## config.mk

```make
export PLATFORM = sky130hd
export DESIGN_NAME = regfile_wr_sched_flat
export DESIGN_NICKNAME = d
export VERILOG_FILES = /design/src/rtl/regfile_wr_sched_if.sv /design/src/rtl/regfile_wr_sched.sv /design/src/flat_wrapper.sv
export SDC_FILE = /design/constraint.sdc
export NUM_CORES = 1
export LEC_CHECK = 0
export CAP_MARGIN = 20
export CORE_MARGIN = 2
export CORE_UTILIZATION = 30
export DETAILED_ROUTE_END_ITERATION = 6
export DONT_BUFFER_PORTS = 1
export PLACE_DENSITY = 0.46
export SETUP_SLACK_MARGIN = 0.1
export SLEW_MARGIN = 20
export SYNTH_ARGS = -nofsm -noshare
export SYNTH_HDL_FRONTEND = slang
export SYNTH_SLANG_ARGS = --single-unit
export TNS_END_PERCENT = 1
```

## constraint.sdc

```tcl
create_clock -name clk -period 2.3 [get_ports clk]
set_input_delay 0.345 -clock clk [delete_from_list [all_inputs] [get_ports clk]]
set_output_delay 0.345 -clock clk [all_outputs]
set_load 0.005 [all_outputs]
```

## src/rtl/regfile_wr_sched_if.sv

```systemverilog
// rtl/regfile_wr_sched_if.sv - requester handshakes and register-file write port of the write scheduler
interface regfile_wr_sched_if #(
    parameter int DATA_W = 32,
    parameter int ADDR_W = 5
);
    logic              a_valid;
    logic              a_ready;
    logic [ADDR_W-1:0] a_wn;
    logic [DATA_W-1:0] a_data;
    logic              b_valid;
    logic              b_ready;
    logic [ADDR_W-1:0] b_wn;
    logic [DATA_W-1:0] b_data;
    logic [ADDR_W-1:0] wn;
    logic [DATA_W-1:0] datain;
    logic              wreg;
    logic              init_done;

    modport master (
        output a_valid, a_wn, a_data, b_valid, b_wn, b_data,
        input  a_ready, b_ready, wn, datain, wreg, init_done
    );

    modport slave (
        input  a_valid, a_wn, a_data, b_valid, b_wn, b_data,
        output a_ready, b_ready, wn, datain, wreg, init_done
    );
endinterface

```

## src/rtl/regfile_wr_sched.sv

```systemverilog
// rtl/regfile_wr_sched.sv - clear sweep then round-robin sharing of the register-file write port
module regfile_wr_sched #(
    parameter int DATA_W         = 32,
    parameter int ADDR_W         = 5,
    parameter bit CLEAR_ON_RESET = 1'b1
) (
    input  logic               clk,
    input  logic               reset,
    regfile_wr_sched_if.slave  port
);
    typedef enum logic {CLEAR, RUN} state_t;

    localparam logic [ADDR_W-1:0] LAST_IDX = '1;

    state_t            state;
    state_t            state_nxt;
    logic [ADDR_W-1:0] cnt;
    logic              ptr_a;
    logic              a_go;
    logic              b_go;

    always_ff @(posedge clk or posedge reset) begin
        if (reset) begin
            state <= CLEAR_ON_RESET ? CLEAR : RUN;
        end else begin
            state <= state_nxt;
        end
    end

    // ptr_a set means A wins a tie, i.e. B was served by the last transfer
    always_comb begin
        state_nxt = state;
        a_go      = 1'b0;
        b_go      = 1'b0;
        case (state)
            CLEAR: begin
                if (cnt == LAST_IDX) begin
                    state_nxt = RUN;
                end
            end
            RUN: begin
                a_go = port.a_valid && (!port.b_valid || ptr_a);
                b_go = port.b_valid && (!port.a_valid || !ptr_a);
            end
            default: state_nxt = state;
        endcase
    end

    assign port.a_ready = a_go;
    assign port.b_ready = b_go;

    always_ff @(posedge clk or posedge reset) begin
        if (reset) begin
            cnt            <= ADDR_W'(1);
            ptr_a          <= 1'b1;
            port.wn        <= '0;
            port.datain    <= '0;
            port.wreg      <= 1'b0;
            port.init_done <= 1'b0;
        end else begin
            port.init_done <= (state == RUN);
            port.wreg      <= 1'b0;
            if (state == CLEAR) begin
                port.wreg   <= 1'b1;
                port.wn     <= cnt;
                port.datain <= '0;
                cnt         <= cnt + 1'b1;
            end else if (a_go) begin
                ptr_a <= 1'b0;
                // r0 is hardwired to zero: the request is consumed but never written
                if (port.a_wn != '0) begin
                    port.wreg   <= 1'b1;
                    port.wn     <= port.a_wn;
                    port.datain <= port.a_data;
                end
            end else if (b_go) begin
                ptr_a <= 1'b1;
                if (port.b_wn != '0) begin
                    port.wreg   <= 1'b1;
                    port.wn     <= port.b_wn;
                    port.datain <= port.b_data;
                end
            end
        end
    end
endmodule

```

## src/flat_wrapper.sv

```systemverilog
// flat-port wrapper written by rule: the top's interface ports become plain ports
module regfile_wr_sched_flat 
#(
    parameter int DATA_W         = 32,
    parameter int ADDR_W         = 5,
    parameter bit CLEAR_ON_RESET = 1'b1
)
  (clk, reset, port_a_valid, port_a_wn, port_a_data, port_b_valid, port_b_wn, port_b_data, port_a_ready, port_b_ready, port_wn, port_datain, port_wreg, port_init_done);
  regfile_wr_sched_if #(.DATA_W(DATA_W), .ADDR_W(ADDR_W)) port_i ();
  input  logic clk;
  input  logic reset;
  input wire logic [$bits(port_i.a_valid)-1:0] port_a_valid;
  input wire logic [$bits(port_i.a_wn)-1:0] port_a_wn;
  input wire logic [$bits(port_i.a_data)-1:0] port_a_data;
  input wire logic [$bits(port_i.b_valid)-1:0] port_b_valid;
  input wire logic [$bits(port_i.b_wn)-1:0] port_b_wn;
  input wire logic [$bits(port_i.b_data)-1:0] port_b_data;
  output wire logic [$bits(port_i.a_ready)-1:0] port_a_ready;
  output wire logic [$bits(port_i.b_ready)-1:0] port_b_ready;
  output wire logic [$bits(port_i.wn)-1:0] port_wn;
  output wire logic [$bits(port_i.datain)-1:0] port_datain;
  output wire logic [$bits(port_i.wreg)-1:0] port_wreg;
  output wire logic [$bits(port_i.init_done)-1:0] port_init_done;
  assign port_i.a_valid = port_a_valid;
  assign port_i.a_wn = port_a_wn;
  assign port_i.a_data = port_a_data;
  assign port_i.b_valid = port_b_valid;
  assign port_i.b_wn = port_b_wn;
  assign port_i.b_data = port_b_data;
  assign port_a_ready = port_i.a_ready;
  assign port_b_ready = port_i.b_ready;
  assign port_wn = port_i.wn;
  assign port_datain = port_i.datain;
  assign port_wreg = port_i.wreg;
  assign port_init_done = port_i.init_done;
  regfile_wr_sched #(.DATA_W(DATA_W), .ADDR_W(ADDR_W), .CLEAR_ON_RESET(CLEAR_ON_RESET)) u_core (.clk(clk), .reset(reset), .port(port_i));
endmodule
```

==> results.sh <==
export IMPL_layout_cells_non_filler=383
export IMPL_critPathLaunch="u_core.state"
export IMPL_drcViolationCount=0
export IMPL_synth_warnings=0
export IMPL_drtPass1Iterations=5
export IMPL_io_pin_count=119
export IMPL_crit_buf_inv=1
export IMPL_gp_congestion=0.7391
export IMPL_drv_cap=0
export IMPL_clk_pin_slew_ns=0.09
export IMPL_p_total_mw=1.926
export IMPL_viasPerCell=5.037
export IMPL_post_cts_resized=0
export IMPL_final_common_cell="dfrtp_1"
export IMPL_die_h_um=98.67
export IMPL_met3_length_um=608
export IMPL_clk_path_buf_depth=2
export IMPL_initial_utilization=0.3083
export IMPL_portBuffers=0
export IMPL_worstPathArrival_ns=1.99
export IMPL_hold_viol=0
export IMPL_worstSetupEndpointType="flip-flop"
export IMPL_grt_pass1_vias=1910
export IMPL_final_cell_mix="dfrtp_1 (44), a21boi_0 (38), inv_1 (37), mux2i_1 (37), and3_1 (35)"
export IMPL_vias=1929
export IMPL_worstMarginPinSlew_ns=0.7467
export IMPL_seq_area_um2=1154
export IMPL_outcome="finished, final reports clean"
export IMPL_critPathKind="flip-flop to flip-flop"
export IMPL_ir_drop_mv=0.2450
export IMPL_layout_drive_gt1_share=0.07273
export IMPL_fin_crit_ns=1.824
export IMPL_grtUsageTotal=0.1308
export IMPL_critPathTopFamily="simple AND/OR/NAND/NOR gates"
export IMPL_fmax_mhz=548.4
export IMPL_final_core_util=0.3265
export IMPL_nFillCells=935
export IMPL_routedWlPerCell_um=16.58
export IMPL_cts_tree="built"
export IMPL_dp_cells=375
export IMPL_cts_root_buf="clkbuf_8"
export IMPL_topRoutingLayerUsed="met4"
export IMPL_antenna_found_initial=0
export IMPL_synth_seq_cells=46
export IMPL_finalSetupTns_ns=0
export IMPL_first_iter_violations=85
export IMPL_startpoint_type="flip-flop"
export IMPL_reg2reg_depth=5
export IMPL_rows=34
export IMPL_fin_crit_sh=0.7929
export IMPL_cts_setup_buffers=0
export IMPL_syn_instance_count=287
export IMPL_dieArea_um2=9736
export IMPL_syn_num_nets=367
export IMPL_grt_pass1_wl_um=10040
export IMPL_ctsHtreeMaxLevel=2
export IMPL_grt_ovfl_total=0
export IMPL_postSynthAreaPerCell_um2=9.369
export IMPL_area_delta_synth_final_pct=5.910
export IMPL_power_density_nw_per_um2=676.3
export IMPL_path_max_fanout=23
export IMPL_synth_cell_types=27
export IMPL_cts_made_buffers=5
export IMPL_endpoint="u_core.port.datain[22]"
export IMPL_whs_ns=0.05905
export IMPL_worst_endpoint_required_ns=2.46
export IMPL_antennaDiodeCount=0
export IMPL_slew_violations=0
export IMPL_timing_rr_start="u_core.state"
export IMPL_routed_wl_um=6351
export IMPL_clock_latency_ns=0.30
export IMPL_multi_input_area_um2=1281
export IMPL_leakage_nw=1.469
export IMPL_met2WireLength_um=2643
export IMPL_numClockSinks=46
export IMPL_postCtsHoldBufs=0
export IMPL_slowest_stage="or4b_1"
export IMPL_drt_met1_wl_um=3035
export IMPL_relSlewSlack=0.5015
export IMPL_fin_skew_ns=0.009454
export IMPL_rrSetupSlack_ns=0.48
export IMPL_dp_hpwl_um=4354
export IMPL_grt_max_degree=79
export IMPL_fin_nets=354
export IMPL_r2r_end="u_core.port.datain[22]"
export IMPL_rsz0062_at_grt="false"
export IMPL_setup_viol=0
export IMPL_max_stage_delay_ns=0.43
export IMPL_seq_area_frac_synth=0.4290
export IMPL_path_depth=5
export IMPL_ant_nets=0
export IMPL_dieWidth_um=98.67
export IMPL_min_path_type="input pin to async pin"
export IMPL_core_area_um2=8721
export IMPL_syn_cell_area_um2=2689
export IMPL_path_cells="or4b_1, nor3_1, o21ai_4, buf_4, mux2i_1"
[flip-flops by register name, indices dropped and copies added (netlist names)]
register               flops
u_core.port.wreg           1
u_core.ptr_a               1
u_core.cnt                 5
u_core.state               1
u_core.port.datain        32
u_core.port.wn             5
u_core.port.init_done      1
[where the power goes]
part,internal [mW],switching (mW),total (mW)
Combinational,0.166,0.193,0.359
Clock,0.246,0.267,0.512
Sequential,0.943,0.112,1.05
Total,1.35,0.571,1.93
[synth_stat cells]
| cell | n | share of area |
|---|---|---|
| dfstp_2 | 2 | 0.020 |
| o21ai_0 | 22 | 0.041 |
| a21oi_1 | 1 | 0.0019 |
| buf_2 | 1 | 0.0019 |
| or4_1 | 1 | 0.0028 |
| a31oi_1 | 1 | 0.0023 |
| or2_2 | 1 | 0.0023 |
| mux2_2 | 2 | 0.0084 |
| buf_6 | 3 | 0.013 |
| inv_1 | 38 | 0.053 |
| o21ai_1 | 16 | 0.030 |
| buf_4 | 1 | 0.0028 |
| nand2b_1 | 2 | 0.0047 |
| a21boi_0 | 38 | 0.11 |
| dfrtp_1 | 44 | 0.41 |
| or4b_1 | 1 | 0.0037 |
| o22ai_1 | 5 | 0.012 |
| mux2i_1 | 37 | 0.14 |
| nor2b_1 | 1 | 0.0023 |
| clkbuf_1 | 21 | 0.029 |
| nand4b_1 | 1 | 0.0033 |
| ha_1 | 2 | 0.0093 |
| nand2_1 | 6 | 0.0084 |
| o211ai_1 | 1 | 0.0028 |
| and3_1 | 35 | 0.081 |
| nor3_1 | 1 | 0.0019 |
| xnor2_1 | 3 | 0.0098 |
[worst min path at each step]
stage / end / depth (start not counted) / from
final: u_core.port.datain[12] / 1 / reset
after global routing: u_core.ptr_a / 1 / port_a_valid
after CTS: u_core.port.datain[9] / 1 / reset
after detailed placement: u_core.port.datain[13] / 1 / reset
after global placement: u_core.port.datain[13] / 1 / reset
after floorplan: u_core.port.init_done / 0 / u_core.state
[layout make-up]
type,instances,area share
sequential,46,0.4051
tap,108,0.04745
timing repair buffer,6,0.01582
clock buffer,8,0.03163
multi-input combinational,177,0.4499
inverter,38,0.05009
[metal layers]
| metal | up-vias | track usage |
|---|---|---|
| met4 | 0 | 0.03477 |
| met1 | 879 | 0.1799 |
| met2 | 87 | 0.1952 |
| met5 | - | 0 |
| li1 | 955 | - |
| met3 | 8 | 0.04823 |
[through the flow]
stage | setup WS, ns | cell area [um2]
after floorplan | 0.6500 | 2689
after global placement | 0.4656 | 2758
after detailed placement | 0.4326 | 2758
after CTS | 0.4758 | 2848
after global routing | 0.3766 | 2848
final | 0.4764 | 2848
[cell families (layout without fill, tap and decap cells)]
family                   Yosys count  after routing  share of synthesized area
AO/OA/AOI/OAI                     84             84                     0.1954
XOR/XNOR                           3              3                   0.009774
adder cells (fa/ha/maj)            2              2                   0.009305
buffers and inverters             64             52                    0.09958
flip-flops                        46             46                     0.4290
multiplexers                      39             39                     0.1461
AND/OR/NAND/NOR                   49             49                     0.1108
No activity file was read; power rests on OpenSTA's default activity.
